===== config.mk =====
export PLATFORM = sky130hd
export DESIGN_NAME = capture_fsm
export DESIGN_NICKNAME = d
export VERILOG_FILES = /design/src/rtl/capture_pkg.sv /design/src/rtl/edge_det.sv /design/src/rtl/capture_fsm.sv
export SDC_FILE = /design/constraint.sdc
export NUM_CORES = 1
export LEC_CHECK = 0
export CORE_AREA = 10 10 48 50
export DETAILED_ROUTE_END_ITERATION = 8
export DIE_AREA = 0 0 58 60
export PLACE_DENSITY = 0.68
export SYNTH_ARGS = -nofsm -noshare
export SYNTH_HDL_FRONTEND = slang
export SYNTH_HIERARCHICAL = 1
export SYNTH_SLANG_ARGS = --single-unit

===== constraint.sdc =====
create_clock -name clk -period 4.1 [get_ports clk]
set_clock_uncertainty 0.2 [all_clocks]
set_input_delay 0.615 -clock clk [delete_from_list [all_inputs] [get_ports clk]]
set_output_delay 0.615 -clock clk [all_outputs]
set_load 0.02 [all_outputs]

===== src/rtl/capture_pkg.sv =====
// Shared types for the capture controller: FSM state encoding and host command codes.
package capture_pkg;

  typedef enum logic [2:0] {
    ST_IDLE    = 3'd0,
    ST_ARMED   = 3'd1,
    ST_POST    = 3'd2,
    ST_DONE    = 3'd3,
    ST_READOUT = 3'd4
  } capture_state_t;

  typedef enum logic [1:0] {
    CMD_NOP   = 2'd0,
    CMD_ARM   = 2'd1,
    CMD_READ  = 2'd2,
    CMD_ABORT = 2'd3
  } capture_cmd_t;

endpackage


===== src/rtl/edge_det.sv =====
// Rising-edge detector: one-cycle pulse when d goes 0 -> 1, history cleared by reset.
module edge_det (
  input  logic clk,
  input  logic rst_n,
  input  logic d,
  output logic rise
);

  logic d_q;

  always_ff @(posedge clk) begin
    if (!rst_n) d_q <= 1'b0;
    else        d_q <= d;
  end

  assign rise = d & ~d_q;

endmodule


===== src/rtl/capture_fsm.sv =====
// Acquisition capture controller: arms on host command, records pre/post-trigger
// samples into an external buffer, then streams them out on READ.
module capture_fsm
  import capture_pkg::*;
#(
  parameter int CNT_BITS = 8
) (
  input  logic       clk,
  input  logic       rst_n,
  input  logic       sample_tick,
  input  logic       trigger,
  input  logic       cmd_valid,
  input  logic [1:0] cmd_op,
  input  logic       delay_match,
  input  logic       read_match,
  input  logic       rd_ready,
  output logic       en_cnt,
  output logic       clr_cnt,
  output logic       buf_we,
  output logic       buf_re,
  output logic       rd_valid,
  output logic       busy,
  output logic       done,
  output logic       cmd_err
);

  if (CNT_BITS < 1) begin : g_cnt_bits_chk
    $error("capture_fsm: CNT_BITS must be at least 1");
  end

  capture_state_t state_q, state_d;
  capture_cmd_t   cmd;
  logic           trig_pend_q, trig_pend_d;
  logic           cmd_err_q, cmd_err_d;
  logic           done_first_q;
  logic           trigger_rise;
  logic           abort_req;

  edge_det u_trig_edge (
    .clk   (clk),
    .rst_n (rst_n),
    .d     (trigger),
    .rise  (trigger_rise)
  );

  assign cmd       = capture_cmd_t'(cmd_op);
  assign abort_req = cmd_valid && (cmd == CMD_ABORT);
  assign cmd_err   = cmd_err_q;

  // NOTE: every output and next-state signal gets a default first, so no path
  // through the case leaves one unassigned and infers a latch.
  always_comb begin
    state_d     = state_q;
    trig_pend_d = trig_pend_q;
    cmd_err_d   = 1'b0;
    en_cnt      = 1'b0;
    clr_cnt     = 1'b0;
    buf_we      = 1'b0;
    buf_re      = 1'b0;
    rd_valid    = 1'b0;
    busy        = (state_q != ST_IDLE);
    done        = (state_q == ST_DONE);

    unique case (state_q)
      ST_IDLE: begin
        clr_cnt     = 1'b1;
        trig_pend_d = 1'b0;
      end
      ST_ARMED: begin
        buf_we = sample_tick;
        if (trigger_rise) trig_pend_d = 1'b1;
        // The tick that coincides with (or follows) the trigger is stored but not counted.
        if (sample_tick && (trig_pend_q || trigger_rise)) begin
          state_d     = ST_POST;
          trig_pend_d = 1'b0;
        end
      end
      ST_POST: begin
        if (delay_match) begin
          state_d = ST_DONE;
        end else begin
          buf_we = sample_tick;
          en_cnt = sample_tick;
        end
      end
      ST_DONE: begin
        clr_cnt = done_first_q;
      end
      ST_READOUT: begin
        rd_valid = ~read_match;
        if (read_match) begin
          state_d = ST_IDLE;
        end else if (rd_ready) begin
          buf_re = 1'b1;
          en_cnt = 1'b1;
        end
      end
      default: state_d = ST_IDLE;
    endcase

    if (cmd_valid) begin
      unique case (cmd)
        CMD_ARM: begin
          if (state_q == ST_IDLE) state_d   = ST_ARMED;
          else                    cmd_err_d = 1'b1;
        end
        CMD_READ: begin
          if (state_q == ST_DONE) state_d   = ST_READOUT;
          else                    cmd_err_d = 1'b1;
        end
        CMD_ABORT: begin
          // Abort wins over any concurrent tick or handshake in this cycle.
          state_d     = ST_IDLE;
          trig_pend_d = 1'b0;
          en_cnt      = 1'b0;
          buf_we      = 1'b0;
          buf_re      = 1'b0;
          rd_valid    = 1'b0;
        end
        default: ;
      endcase
    end

    // A reset cycle presents idle outputs so no buffer access escapes mid-abort.
    if (!rst_n) begin
      en_cnt   = 1'b0;
      clr_cnt  = 1'b1;
      buf_we   = 1'b0;
      buf_re   = 1'b0;
      rd_valid = 1'b0;
      busy     = 1'b0;
      done     = 1'b0;
    end
  end

  // NOTE: state registers use non-blocking assignments so every flop samples
  // the pre-edge values regardless of statement order.
  always_ff @(posedge clk) begin
    if (!rst_n) begin
      state_q      <= ST_IDLE;
      trig_pend_q  <= 1'b0;
      cmd_err_q    <= 1'b0;
      done_first_q <= 1'b0;
    end else begin
      state_q      <= state_d;
      trig_pend_q  <= trig_pend_d;
      cmd_err_q    <= cmd_err_d;
      done_first_q <= (state_d == ST_DONE) && (state_q != ST_DONE);
    end
  end

endmodule

==> summary.txt, run 1 <==
Setup path
  • Critical path peak fanout: 4
  • CP Cell Sequence: clkdlybuf4s50_1 -> or4b_4 -> nor2_1 -> a21oi_1 -> nor2_1 -> clkdlybuf4s50_1
  • CP max stage cell: clkdlybuf4s50_1
  • CP Data Required Time: 3.28 ns
  • CP Launch Type: input port
  • Worst path arrival time: 2.44 ns
  • Worst setup EP type: output port
  • Crit path kind: in2out
  • Max incr delay on CP: 0.61 ns

STA
  • Max-slew violations: 0
  • Endpoints failing setup: 0
  • Fmax achieved: 0.307 GHz
  • Min Tclk post-route: 3.26 ns
  • Worst Tran Pin Value: 0.384 ns
  • Setup TNS: 0 ns
  • Final worst path period share: 79.4%
  • Slew HR: 73.7%
  • RSZ-0062 raised after global routing: no
  • Final Hold Fails: 0

Route
  • Drt via density: 5.22
  • Final wirelength: 1330 um
  • Drc violations: 0
  • Post-DRT Antenna Nets: 0
  • Drt wl/cell: 12.9 um
  • Iteration-0 DRC Markers: 13
  • Vias: 538
  • Initial DRT Pass Iterations: 4

CTS
  • Hold Buf Count CTS: 0
  • CTS root buf: clkbuf_4
  • CTS Buf Count: 3
  • Clock slew at reported path FFs: 0.05 ns
  • CTS tree: done
  • PostCTS Resize Cnt: 0
  • CTS Sinks: 7
  • Worst skew pair latency: 0.25 ns
  • CTS Buffer Depth: 2
  • H-tree Lvls: 1
  • Number of post-CTS setup repair buffers: 0

Floorplanning
  • Die area: 0.00348 sq mm
  • Die X: 58 um
  • Die height: 60 um
  • Num ports: 18
  • Starting Density: 36.8%
  • Cell Rows: 14
  • Core area: 0.00144 sq mm

Synthesis
  • Cell accounting for the most synthesized area: dfxtp_1
  • Netlist cell types: 30
  • Mux cell area share after synthesis: 0%
  • Adder-cell area share of the yosys netlist: 9.46%
  • Sequential area share after synthesis: 26.5%
  • Async SR Flop Fraction: 0%
  • Number of flops mapped to enable cells by yosys: 0
  • Compound-cell area share of the yosys netlist: 19.4%
  • Synth Register Bits: 7
  • Synth Area in XOR/XNOR: 0%
  • Post-synth top area share: 26.5%
  • Syn nets: 81
  • Post-Synth Simple-Gate Area: 39.7%
  • Post-synth top cells: dfxtp_1, nor2_1, a21oi_1, inv_1, nand2_1
  • Post-Syn Area: 529 sq um
  • Synth warn: 6
  • Count leader, synth: dfxtp_1
  • Mean Syn Cell Area: 7.90 sq um
  • Post-Syn Instances: 67
  • Ys flop type: dfxtp_1
  • Main combinational cell family by area after synthesis: simple AND/OR/NAND/NOR gates
  • Ranking of synthesized cells by area: dfxtp_1, ha_1, a21oi_1

GRT
  • First-pass GRT wire length: 2240 um
  • GRT Total Usage: 8.14%
  • Largest net degree at the start of global routing: 13
  • Vias in the first global route: 537
  • Initial antenna violation count: 0
  • Total grt overflow: 0

Place
  • Port bufs: 17
  • DP Area: 712 sq um
  • GPL Wtd Cong: 0.771
  • Dpl hpwl: 1050 um

Finish
  • Layout cell share with drive strength beyond 1: 10.3%
  • Filler cells: 149
  • N_diodes: 0
  • Final instance area: 738 sq um
  • # nets final: 102
  • Area Growth Syn to Fin: 39.5%

Power
  • Power Density: 219 mW/mm^2
  • Leakage: 0.000287 uW
  • Peak VDD IR: 0.0584 mV

Hold path
  • HP Class: reg2reg

Job
  • Maxcap violations: 0

Run status
  • Status: finished clean
-- cells in the final DEF, fill, tap and decap left out --
| master | Yosys | layout |
|---|---|---|
| a221o_1 | 1 | 1 |
| a22oi_1 | 1 | 1 |
| o21ai_0 | 1 | 1 |
| nand2b_1 | 2 | 2 |
| and2b_2 | 2 | 2 |
| nand2_1 | 5 | 5 |
| nor2b_1 | 3 | 3 |
| and3_1 | 2 | 2 |
| a211oi_1 | 2 | 2 |
| a31oi_1 | 1 | 1 |
| a221oi_1 | 1 | 1 |
| clkbuf_4 | 0 | 3 |
| nor2_1 | 6 | 6 |
| or4b_4 | 1 | 1 |
| nor2b_4 | 1 | 1 |
| dfxtp_1 | 7 | 7 |
| a2111oi_0 | 1 | 1 |
| and2_2 | 1 | 1 |
| ha_1 | 4 | 4 |
| clkbuf_1 | 0 | 1 |
| nand3b_1 | 2 | 2 |
| o211ai_1 | 1 | 1 |
| or2_1 | 1 | 1 |
| nor3_1 | 4 | 4 |
| nand3_1 | 1 | 1 |
| nor3b_1 | 1 | 1 |
| a21oi_1 | 5 | 5 |
| or3_1 | 1 | 1 |
| inv_1 | 5 | 5 |
| clkdlybuf4s50_1 | 0 | 17 |
| a21oi_2 | 1 | 1 |
| and2_1 | 2 | 2 |
-- final timing paths --
path	startpoint	to	slack (ns)	depth (start not counted)
setup reg to reg	state_q[2]	done_first_q	2.42	4
hold / removal	trig_pend_q	trig_pend_q	0.35	2
hold reg to reg	trig_pend_q	trig_pend_q	0.35	2
setup / recovery	read_match	en_cnt	0.84	6
-- where the power goes --
group          leakage, uW  total (uW)  switching (uW)  internal, uW
registers        0.0000567        70.6            1.44          69.1
logic             0.000215        29.4            13.5          15.8
clock network    0.0000150        62.0            24.9          37.1
total             0.000287         162            39.8           122
-- critical path, delay by kind of cell --
family | cells | cell delay, ns
AO/OA/AOI/OAI | 1 | 0.04
buffers and inverters | 2 | 1.01
AND/OR/NAND/NOR | 3 | 0.78
-- stage by stage --
step                      hold slack (ns)  util, %  total power (uW)  std cells  setup slack (ns)
after floorplan                     0.303        -              87.0         67              1.61
after global placement              0.321     49.6               101         99             0.850
after detailed placement            0.356     49.6               101         99             0.851
after CTS                           0.357     51.4               165        103             0.836
after global routing                0.379     51.4               169        103             0.735
final                               0.348     51.4               162        103             0.843
-- state kept, by name (all words and copies together), names as in the netlist --
| name | count |
|---|---|
| state_q | 3 |
| u_trig_edge/d_q | 1 |
| cmd_err | 1 |
| trig_pend_q | 1 |
| done_first_q | 1 |
-- layer usage --
metal | wire (um) | track usage, %
met5 | 0 | 0
met4 | 0 | 5.03
met3 | 149 | 4.24
met2 | 633 | 12.9
met1 | 542 | 8.35
-- logic make-up after synthesis --
logic type,after synthesis
AO/OA/AOI/OAI,15
adder cells (fa/ha/maj),4
buffers and inverters,6
flip-flops,7
AND/OR/NAND/NOR,35
-- final cells by class --
class | count | area, sq um | share of cell area [%]
tap | 16 | 20.0 | 2.71
timing repair buffer | 17 | 170 | 23.1
multi-input combinational | 54 | 363 | 49.2
clock buffer | 4 | 26.3 | 3.56
sequential | 7 | 140 | 19.0
inverter | 5 | 18.8 | 2.54
(Power assumes the default switching activity.)
==> run 2: changes to the inputs <==
Clock period 4.1 ns to 3.1 ns, I/O delays scaled along.
==> summary.txt, run 2 (same netlist as run 1, synthesis figures left out) <==
Finish
  • Area Growth Syn to Fin: 40.9%
  • Most common cell after layout, fill and taps aside: clkdlybuf4s50_1
  • Layout cell share with drive strength beyond 1: 11.4%
  • Reg with most FFs: state_q
  • Largest register FFs: 3
  • N_diodes: 0
  • # nets final: 103
  • Commonest non-fill, non-tap cells in the layout: clkdlybuf4s50_1, dfxtp_1, nor2_1

STA
  • RSZ-0062 raised after global routing: no
  • Final worst path period share: 95.7%
  • Slew HR: 72.9%
  • Endpoints failing setup: 0
  • Max-slew violations: 0
  • Min Tclk post-route: 2.97 ns
  • Fmax achieved: 0.337 GHz
  • Setup TNS: 0 ns
  • Worst Tran Pin Value: 0.397 ns
  • Final Hold Fails: 0
  • Worst hold margin: 0.333 ns

GRT
  • Met2 Usage GRT: 12.0%
  • Largest net degree at the start of global routing: 13
  • Total grt overflow: 0
  • Vias in the first global route: 490
  • GRT met1 Usage: 8.93%
  • First-pass GRT wire length: 2260 um
  • Met3 GRT Util: 3.81%
  • GRT Max-Usage Layer: met2
  • GRT Total Usage: 8.26%
  • Initial antenna violation count: 0

Hold path
  • WHS Endpoint: trig_pend_q
  • Hold depth: 2
  • HP Class: reg2reg
  • Min-delay src: trig_pend_q

CTS
  • CTS Buf Count: 3
  • CTS root buf: clkbuf_4
  • Number of post-CTS setup repair buffers: 0
  • Hold Buf Count CTS: 0
  • CTS tree: done
  • Clock slew at reported path FFs: 0.05 ns
  • CTS Sinks: 7
  • CTS Buffer Depth: 2
  • Worst skew pair latency: 0.25 ns
  • PostCTS Resize Cnt: 0
  • H-tree Lvls: 1

Route
  • Iteration-0 DRC Markers: 14
  • Vias: 537
  • Drt via density: 5.16
  • Drt wl/cell: 13.4 um
  • Final wirelength: 1390 um
  • Drc violations: 0
  • Post-DRT Antenna Nets: 0
  • Initial DRT Pass Iterations: 4

Power
  • Sw Pwr: 52.8 uW
  • Peak VDD IR: 0.104 mV
  • Power share of the clock group: 37.8%
  • Comb power frac: 18.7%
  • Power Density: 289 mW/mm^2
  • Sw Ratio: 24.5%
  • Internal power: 162 uW
  • Leakage: 0.000292 uW
  • Sequential Power Share: 43.4%

Setup path
  • Critical path peak fanout: 4
  • Worst path arrival time: 2.30 ns
  • Worst R2R End: state_q[0]
  • R2R depth: 4
  • Worst reg2reg setup slack: 1.40 ns
  • CP Data Required Time: 2.43 ns
  • Worst setup EP type: output port
  • Crit path kind: in2out
  • Reg2reg start: state_q[0]
  • CP Launch Type: input port

Run status
  • Status: finished clean

Place
  • Port bufs: 17
  • Dpl hpwl: 1110 um
  • GPL Wtd Cong: 0.797

Floorplanning
  • Num ports: 18
  • Cell Rows: 14
  • Die X: 58 um
  • Die area: 0.00348 sq mm
  • Core area: 0.00144 sq mm
  • Starting Density: 36.8%
  • Die height: 60 um

Job
  • Maxcap violations: 0
## run 2: area by class of cell
type	instances	area (sq um)
multi-input combinational	54	363
timing repair buffer	18	178
fill	149	691
sequential	7	140
tap	16	20.0
clock buffer	4	26.3
inverter	5	18.8
## run 2: layer usage
layer  routed length [um]  vias up
met5                    0        -
met4                   37        0
met3                  140        4
met2                  623       20
met1                  589      235
li1                     -      278
## run 2: worst max path at each step
stage / from / endpoint / depth (start not counted)
CTS: read_match / buf_re / 4
detailed placement: read_match / buf_re / 4
floorplan: read_match / buf_re / 2
finish: read_match / buf_re / 4
global placement: read_match / en_cnt / 6
global route: read_match / en_cnt / 6
## run 2: critical path, cell delays in order
cell,delay (ns)
clkdlybuf4s50_1,0.40
or4b_4,0.57
nor3_1,0.22
clkdlybuf4s50_1,0.65
## run 2: power groups by stage
stage                     logic, uW  registers, uW  clock network [uW]
after global routing           43.6           93.6                87.9
final                          40.3           93.5                81.5
after floorplan                20.6           94.4                   0
after detailed placement       40.3           95.3                   0
after CTS                      40.6           93.4                84.1
after global placement         39.7           95.3                   0
## run 2: stage by stage
step / utilization [%] / power, uW / instances / setup WS [ns] / instance area (sq um)
finish: 51.9 / 215 / 104 / 0.134 / 746
global route: 51.9 / 225 / 104 / 0.0378 / 746
CTS: 51.9 / 218 / 104 / 0.109 / 746
detailed placement: 50.1 / 136 / 100 / 0.134 / 719
global placement: 50.1 / 135 / 100 / 0.151 / 719
floorplan: - / 115 / 67 / 0.910 / 529
